[config.mk]
export PLATFORM = sky130hd
export DESIGN_NAME = imem_loader_flat
export DESIGN_NICKNAME = d
export VERILOG_FILES = /design/src/rtl/imem_loader_pkg.sv /design/src/rtl/imem_loader_if.sv /design/src/rtl/imem_loader_byte_packer.sv /design/src/rtl/imem_loader.sv /design/src/flat_wrapper.sv
export SDC_FILE = /design/constraint.sdc
export NUM_CORES = 1
export LEC_CHECK = 0
export ABC_CLOCK_PERIOD_IN_PS = 3900
export CAP_MARGIN = 25
export CORE_ASPECT_RATIO = 0.7
export CORE_MARGIN = 5
export CORE_UTILIZATION = 40
export CTS_CLUSTER_SIZE = 10
export DETAILED_ROUTE_END_ITERATION = 7
export GPL_TIMING_DRIVEN = 0
export PLACE_DENSITY = 0.66
export SYNTH_ARGS = -nofsm -noshare
export SYNTH_HDL_FRONTEND = slang
export SYNTH_SLANG_ARGS = --single-unit
[constraint.sdc]
create_clock -name clk -period 3.9 [get_ports clk]
set_input_delay 0.78 -clock clk [delete_from_list [all_inputs] [get_ports clk]]
set_output_delay 0.78 -clock clk [all_outputs]
set_load 0.05 [all_outputs]
[src/rtl/imem_loader_pkg.sv]
// Shared constants and the loader state type for the instruction-memory loader.
package imem_pkg;

  localparam int IMEM_DEPTH = 32;
  localparam int IMEM_AW    = 5;

  localparam bit BYTE_BIG    = 1'b1;
  localparam bit BYTE_LITTLE = 1'b0;

  typedef enum logic [1:0] {
    S_IDLE  = 2'd0,
    S_LOAD  = 2'd1,
    S_WRITE = 2'd2,
    S_DONE  = 2'd3
  } loader_state_e;

endpackage

[src/rtl/imem_loader_if.sv]
// Byte-stream input and instruction-memory write port of the loader.
interface imem_loader_if import imem_pkg::*; #(
  parameter int AW = IMEM_AW
);
  logic          in_valid;
  logic [7:0]    in_data;
  logic          in_ready;
  logic          wr_en;
  logic [AW-1:0] wr_addr;
  logic [7:0]    wr_pc;
  logic [31:0]   wr_data;

  // loader side
  modport slave (
    input  in_valid, in_data,
    output in_ready, wr_en, wr_addr, wr_pc, wr_data
  );

  // byte source / memory side
  modport master (
    output in_valid, in_data,
    input  in_ready, wr_en, wr_addr, wr_pc, wr_data
  );
endinterface

[src/rtl/imem_loader_byte_packer.sv]
// Assembles four 8-bit beats into one 32-bit word with selectable byte order.
// word/word_valid are combinational so the 4th beat's word is usable at the
// same edge that accepts it.
module byte_packer import imem_pkg::*; #(
  parameter bit BIG_ENDIAN = BYTE_BIG
) (
  input  logic        clk,
  input  logic        rst_n,
  input  logic        clear,
  input  logic        beat_valid,
  input  logic [7:0]  beat_data,
  output logic [31:0] word,
  output logic        word_valid
);
  logic [1:0]  cnt_q, cnt_d;
  logic [31:0] word_q, word_d;
  logic [31:0] merged;
  logic [1:0]  lane;

  // place the incoming beat into its byte lane and advance the beat counter
  always_comb begin
    lane   = BIG_ENDIAN ? ~cnt_q : cnt_q;
    merged = word_q;
    merged[{lane, 3'b000} +: 8] = beat_data;
    word_d = beat_valid ? merged : word_q;
    cnt_d  = cnt_q;
    if (clear)           cnt_d = 2'd0;
    else if (beat_valid) cnt_d = cnt_q + 2'd1;
  end

  // beat counter and partial word storage
  always_ff @(posedge clk or negedge rst_n) begin
    if (!rst_n) begin
      cnt_q  <= 2'd0;
      word_q <= 32'd0;
    end else begin
      cnt_q  <= cnt_d;
      word_q <= word_d;
    end
  end

  assign word       = merged;
  assign word_valid = beat_valid && (cnt_q == 2'd3);
endmodule

[src/rtl/imem_loader.sv]
// Loads a byte stream into instruction memory, one registered write per word.
module imem_loader import imem_pkg::*; #(
  parameter int DEPTH      = IMEM_DEPTH,
  parameter int AW         = IMEM_AW,
  parameter bit BIG_ENDIAN = BYTE_BIG
) (
  input  logic          clk,
  input  logic          rst_n,
  input  logic          start,
  input  logic [AW:0]   len,
  input  logic          abort,
  imem_loader_if.slave  bus,
  output logic          busy,
  output logic          done,
  output logic          error,
  output logic [7:0]    checksum
);
  loader_state_e state_q, state_d;
  logic          in_ready_q, in_ready_d;
  logic          wr_en_q, wr_en_d;
  logic [AW-1:0] wr_addr_q, wr_addr_d;
  logic [31:0]   wr_data_q, wr_data_d;
  logic          busy_q, busy_d;
  logic          done_q, done_d;
  logic          error_q, error_d;
  logic [7:0]    checksum_q, checksum_d;
  logic [AW:0]   len_q, len_d;
  logic [AW-1:0] word_cnt_q, word_cnt_d;

  logic          fire;
  logic          len_ok;
  logic          pk_clear;
  logic [31:0]   pk_word;
  logic          pk_word_valid;

  // abort wins over a byte offered in the same cycle, so that byte is not consumed
  assign fire     = bus.in_valid && in_ready_q && !abort;
  assign len_ok   = (len != '0) && (len <= (AW+1)'(DEPTH));
  assign pk_clear = (state_q != S_LOAD) || abort;

  byte_packer #(.BIG_ENDIAN(BIG_ENDIAN)) u_packer (
    .clk        (clk),
    .rst_n      (rst_n),
    .clear      (pk_clear),
    .beat_valid (fire),
    .beat_data  (bus.in_data),
    .word       (pk_word),
    .word_valid (pk_word_valid)
  );

  // next-state and next-output computation for the load sequence
  always_comb begin
    state_d    = state_q;
    wr_addr_d  = wr_addr_q;
    wr_data_d  = wr_data_q;
    error_d    = 1'b0;
    checksum_d = checksum_q;
    len_d      = len_q;
    word_cnt_d = word_cnt_q;
    unique case (state_q)
      S_IDLE: begin
        if (start) begin
          if (len_ok) begin
            state_d    = S_LOAD;
            len_d      = len;
            word_cnt_d = '0;
            checksum_d = 8'd0;
          end else begin
            error_d = 1'b1;
          end
        end
      end
      S_LOAD: begin
        if (abort) begin
          state_d = S_IDLE;
        end else if (fire) begin
          checksum_d = checksum_q + bus.in_data;
          if (pk_word_valid) begin
            state_d   = S_WRITE;
            wr_addr_d = word_cnt_q;
            wr_data_d = pk_word;
          end
        end
      end
      S_WRITE: begin
        if (abort) begin
          state_d = S_IDLE;
        end else if ({1'b0, word_cnt_q} == len_q - (AW+1)'(1)) begin
          state_d = S_DONE;
        end else begin
          word_cnt_d = word_cnt_q + AW'(1);
          state_d    = S_LOAD;
        end
      end
      S_DONE: state_d = S_IDLE;
      default: state_d = S_IDLE;
    endcase
    in_ready_d = (state_d == S_LOAD);
    wr_en_d    = (state_d == S_WRITE);
    busy_d     = (state_d == S_LOAD) || (state_d == S_WRITE);
    done_d     = (state_d == S_DONE);
  end

  // state and registered outputs
  always_ff @(posedge clk or negedge rst_n) begin
    if (!rst_n) begin
      state_q    <= S_IDLE;
      in_ready_q <= 1'b0;
      wr_en_q    <= 1'b0;
      wr_addr_q  <= '0;
      wr_data_q  <= 32'd0;
      busy_q     <= 1'b0;
      done_q     <= 1'b0;
      error_q    <= 1'b0;
      checksum_q <= 8'd0;
      len_q      <= '0;
      word_cnt_q <= '0;
    end else begin
      state_q    <= state_d;
      in_ready_q <= in_ready_d;
      wr_en_q    <= wr_en_d;
      wr_addr_q  <= wr_addr_d;
      wr_data_q  <= wr_data_d;
      busy_q     <= busy_d;
      done_q     <= done_d;
      error_q    <= error_d;
      checksum_q <= checksum_d;
      len_q      <= len_d;
      word_cnt_q <= word_cnt_d;
    end
  end

  assign bus.in_ready = in_ready_q;
  assign bus.wr_en    = wr_en_q;
  assign bus.wr_addr  = wr_addr_q;
  assign bus.wr_pc    = 8'({wr_addr_q, 2'b00});
  assign bus.wr_data  = wr_data_q;
  assign busy         = busy_q;
  assign done         = done_q;
  assign error        = error_q;
  assign checksum     = checksum_q;
endmodule

[src/flat_wrapper.sv]
// flat-port wrapper written by rule: the top's interface ports become plain ports
module imem_loader_flat import imem_pkg::*;
#(
  parameter int DEPTH      = IMEM_DEPTH,
  parameter int AW         = IMEM_AW,
  parameter bit BIG_ENDIAN = BYTE_BIG
)
  (clk, rst_n, start, len, abort, busy, done, error, checksum, bus_in_valid, bus_in_data, bus_in_ready, bus_wr_en, bus_wr_addr, bus_wr_pc, bus_wr_data);
  imem_loader_if #(.AW(AW)) bus_i ();
  input  logic clk;
  input  logic rst_n;
  input  logic start;
  input  logic [AW:0] len;
  input  logic abort;
  output logic busy;
  output logic done;
  output logic error;
  output logic [7:0] checksum;
  input wire logic [$bits(bus_i.in_valid)-1:0] bus_in_valid;
  input wire logic [$bits(bus_i.in_data)-1:0] bus_in_data;
  output wire logic [$bits(bus_i.in_ready)-1:0] bus_in_ready;
  output wire logic [$bits(bus_i.wr_en)-1:0] bus_wr_en;
  output wire logic [$bits(bus_i.wr_addr)-1:0] bus_wr_addr;
  output wire logic [$bits(bus_i.wr_pc)-1:0] bus_wr_pc;
  output wire logic [$bits(bus_i.wr_data)-1:0] bus_wr_data;
  assign bus_i.in_valid = bus_in_valid;
  assign bus_i.in_data = bus_in_data;
  assign bus_in_ready = bus_i.in_ready;
  assign bus_wr_en = bus_i.wr_en;
  assign bus_wr_addr = bus_i.wr_addr;
  assign bus_wr_pc = bus_i.wr_pc;
  assign bus_wr_data = bus_i.wr_data;
  imem_loader #(.DEPTH(DEPTH), .AW(AW), .BIG_ENDIAN(BIG_ENDIAN)) u_core (.clk(clk), .rst_n(rst_n), .start(start), .len(len), .abort(abort), .bus(bus_i), .busy(busy), .done(done), .error(error), .checksum(checksum));
endmodule
==> results by group <==
Timing
  • RSZ-0062 raised after global routing: false
  • Clock Skew: around 6.0 ps
  • Rel. slew slack: between 30% and 40%
  • Final setup violation count: 0
  • Fmax: between 0.3 and 0.4 GHz
  • Max Slew Vio Count: 0
  • Final period util: between 70% and 80%
  • Hold_ws: 316 ps
  • Slew @ Worst Pin: roughly 1000 ps
  • Final Hold Viols: 0
  • Setup ws final: between 800 and 900 ps
  • Tmin final: approximately 3100 ps

Yosys
  • Ranking of synthesized cells by area: dfrtp_1 (52%), a22o_1 (5.2%), o21ai_0 (4.9%)
  • Synth Area per Inst: between 10 and 15 um2
  • Post-synth EDFFs: 0
  • Cell taking the most area after synthesis: dfrtp_1
  • Seq/Total Area, Yosys: about half
  • Synth top area share: about half
  • Ys Warns: 0
  • Top FF cell, synth: dfrtp_1
  • Async SR Flop Fraction: between 90% and 100%
  • Post-synth cell types: 50
  • Most common cell in the netlist: dfrtp_1
  • Mapped Area: 4420 um2
  • #FFs+latches synth: between 90 and 100
  • Cells after synthesis: approximately 430
  • Most common library cells after synthesis: dfrtp_1 (91), nand2_1 (53), o21ai_0 (43)

Setup path
  • Crit-path cells: clkdlybuf4s50_1 -> nand2_1 -> nor2_1 -> nand3_1 -> clkbuf_1 -> o21a_1 -> inv_1 -> ha_1 -> inv_1
  • Worst Setup EP: u_core.busy
  • CP Data Required Time: ~4200 ps
  • CP startpoint kind: input pin
  • Cell repeated most along the worst path: inv_1
  • Crit. End Element: flop
  • R2r endpoint: u_core.u_packer.word_q[21]
  • Arr. time, crit path: between 3000 and 4000 ps
  • Highest net fanout along the worst path: 10
  • R2r startpoint: u_core.u_packer.cnt_q[0]
  • CP startpoint: bus_in_valid
  • R2r setup slk: approximately 1200 ps
  • R2r worst-path depth: 7
  • CP max stage cell: nor2_1
  • Worst path max stage delay: 530 ps
  • Worst setup path category: in -> reg

Floorplanning
  • Die Height: between 90 and 100 um
  • Top Ports: 77
  • Rows: 32
  • Die area: ~13000 um2
  • Starting Density: between 40% and 50%
  • CORE AREA: approximately 11000 um2
  • Die X: around 140 um

Power and ir drop
  • Peak VDD IR: about 0.25 mV
  • P_leak: between 0.002 and 0.003 uW
  • Power density cells: between 400 and 500 nW/um2

Global routing
  • Vias in the first global route: 3426
  • Pin count of the biggest net entering global routing: 74
  • Global-route wire length before repair: 17.9 mm
  • Initial antenna violation count: 0
  • All-Layer GR Usage: between 10% and 20%
  • GRT Residual Overflow: 0

Clock network
  • Worst-skew pair later-pin latency: between 300 and 400 ps
  • CTS Buffer Depth: 2
  • Post-CTS Hold Buffers: 0
  • Clock transition at path regs: roughly 60 ps
  • H-tree depth reported by CTS: 3
  • TritonCTS clock tree: done
  • Clock sinks: just over 90
  • Resized cells post-CTS: 0
  • Postcts setup bufs: 0
  • Num CTS Buffers: 9
  • Root Driver: clkbuf_16

Routing
  • Antenna viol nets, final: 0
  • Initial DRC count: 230
  • Vias per cell: roughly 5.2
  • Final wirelength: roughly 11 mm
  • Via count: ~3500
  • DRT Pass-1 Iters: 4
  • DRC errors left: 0
  • Routed WL per cell: about 16 um

Place
  • DPL Wire Length: between 7 and 8 mm
  • Number of buffers added on ports: just over 70
  • Post-Place Setup Slack: 476 ps
  • RD Place Congestion: around 0.82

Final layout
  • Area growth, synth to finish: 27.3%
  • Nets: 548
  • ANT cells: 0
  • Share of layout cells above drive strength 1: 10.7%

Run
  • # Max-Cap Violations: 0

Min path
  • Worst hold path type: in -> async

Run status
  • Status: finished clean
## sequential cells by signal, summed over array words and instances, names as in the netlist
register / cells
u_core.bus.in_ready: 1
u_core.bus.wr_addr: 5
u_core.bus.wr_data: 32
u_core.bus.wr_en: 1
u_core.busy: 1
u_core.checksum: 8
u_core.done: 1
u_core.error: 1
u_core.len_q: 6
u_core.state_q: 2
u_core.u_packer.cnt_q: 2
u_core.u_packer.word_q: 26
u_core.word_cnt_q: 5
## layer usage
metal / global-route usage (%) / share of wire (%)
met3: 4.89 / 6.2
met2: 24.5 / 43
met1: 25.0 / 49
met5: 0 / 0
met4: 5.11 / 1.4
## through the flow
step | TNS (ps) | total power, uW | util, % | instance area, um2 | cells
finish | 0 | 2280 | 51.6 | 5620 | 668
global route | 0 | 2390 | 51.6 | 5620 | 668
CTS | 0 | 2300 | 51.6 | 5620 | 667
detailed placement | 0 | 1490 | 49.1 | 5350 | 653
global placement | -108060 | 1480 | 48.9 | 5330 | 652
floorplan | 0 | 1350 | - | 4420 | 428
## how the worst min path moves through the flow
stage                                           from                    endpoint  slack, ps  cells after the start
after CTS                                      rst_n       u_core.bus.wr_addr[3]        310                      1
after global routing                           rst_n       u_core.bus.wr_addr[3]        320                      1
final                                          rst_n      u_core.bus.wr_data[30]        320                      1
after detailed placement      u_core.bus.wr_data[17]      u_core.bus.wr_data[17]        470                      2
after global placement         u_core.bus.wr_data[8]       u_core.bus.wr_data[8]        470                      2
after floorplan           u_core.u_packer.word_q[10]  u_core.u_packer.word_q[10]        460                      1
## worst max-delay path, delay by kind of cell
kind                     cells  cell delay (ps)
AO/OA/AOI/OAI                1              220
adder cells (fa/ha/maj)      1              220
buffers and inverters        4              960
AND/OR/NAND/NOR              3             1150
## layout by cell type, fill, tap and decap left out, types with 3 or more instances in the layout
| cell type | instances |
|---|---|
| nand2b_1 | 6 |
| clkbuf_16 | 9 |
| dfrtp_1 | 91 |
| xnor2_1 | 5 |
| nor3_1 | 9 |
| nor2_1 | 8 |
| conb_1 | 3 |
| a21oi_1 | 33 |
| nor2b_1 | 30 |
| buf_1 | 8 |
| mux2_2 | 10 |
| ha_1 | 16 |
| xor2_1 | 6 |
| clkbuf_1 | 12 |
| o21ai_0 | 43 |
| nand2_1 | 53 |
| buf_4 | 10 |
| a21o_1 | 3 |
| or3_1 | 3 |
| clkdlybuf4s50_1 | 70 |
| a22o_1 | 26 |
| and2_1 | 3 |
| mux2_4 | 3 |
| inv_1 | 9 |
| a22o_2 | 4 |
## kinds of logic after synthesis
kind of cell / count (synthesis) / share of synthesized area (%)
simple gates: 127 / 14.9
compound gates: 126 / 18.3
buf+inv: 39 / 4.25
xor+xnor: 11 / 2.18
fa+ha+maj: 17 / 4.99
other cells: 1 / 0.0849
flops: 91 / 51.6
mux: 14 / 3.80
## cell type report
| class | count | area (um2) |
|---|---|---|
| Tap cell | 153 | 191 |
| Clock buffer | 10 | 239 |
| Multi-Input combinational cell | 298 | 1960 |
| Sequential cell | 91 | 2280 |
| Clock inverter | 4 | 28.8 |
| Timing Repair Buffer | 73 | 741 |
| Fill cell | 1031 | 5270 |
| Inverter | 9 | 33.8 |
| Buffer | 30 | 154 |
## report_power, final
| group | leakage (uW) | internal, uW | total, uW | switching (uW) |
|---|---|---|---|---|
| logic | 0.00117 | 186 | 428 | 242 |
| registers | 0.00124 | 1000 | 1050 | 51.4 |
| clock network | 0.000126 | 442 | 793 | 351 |
Power figures use the tool's default switching activity.
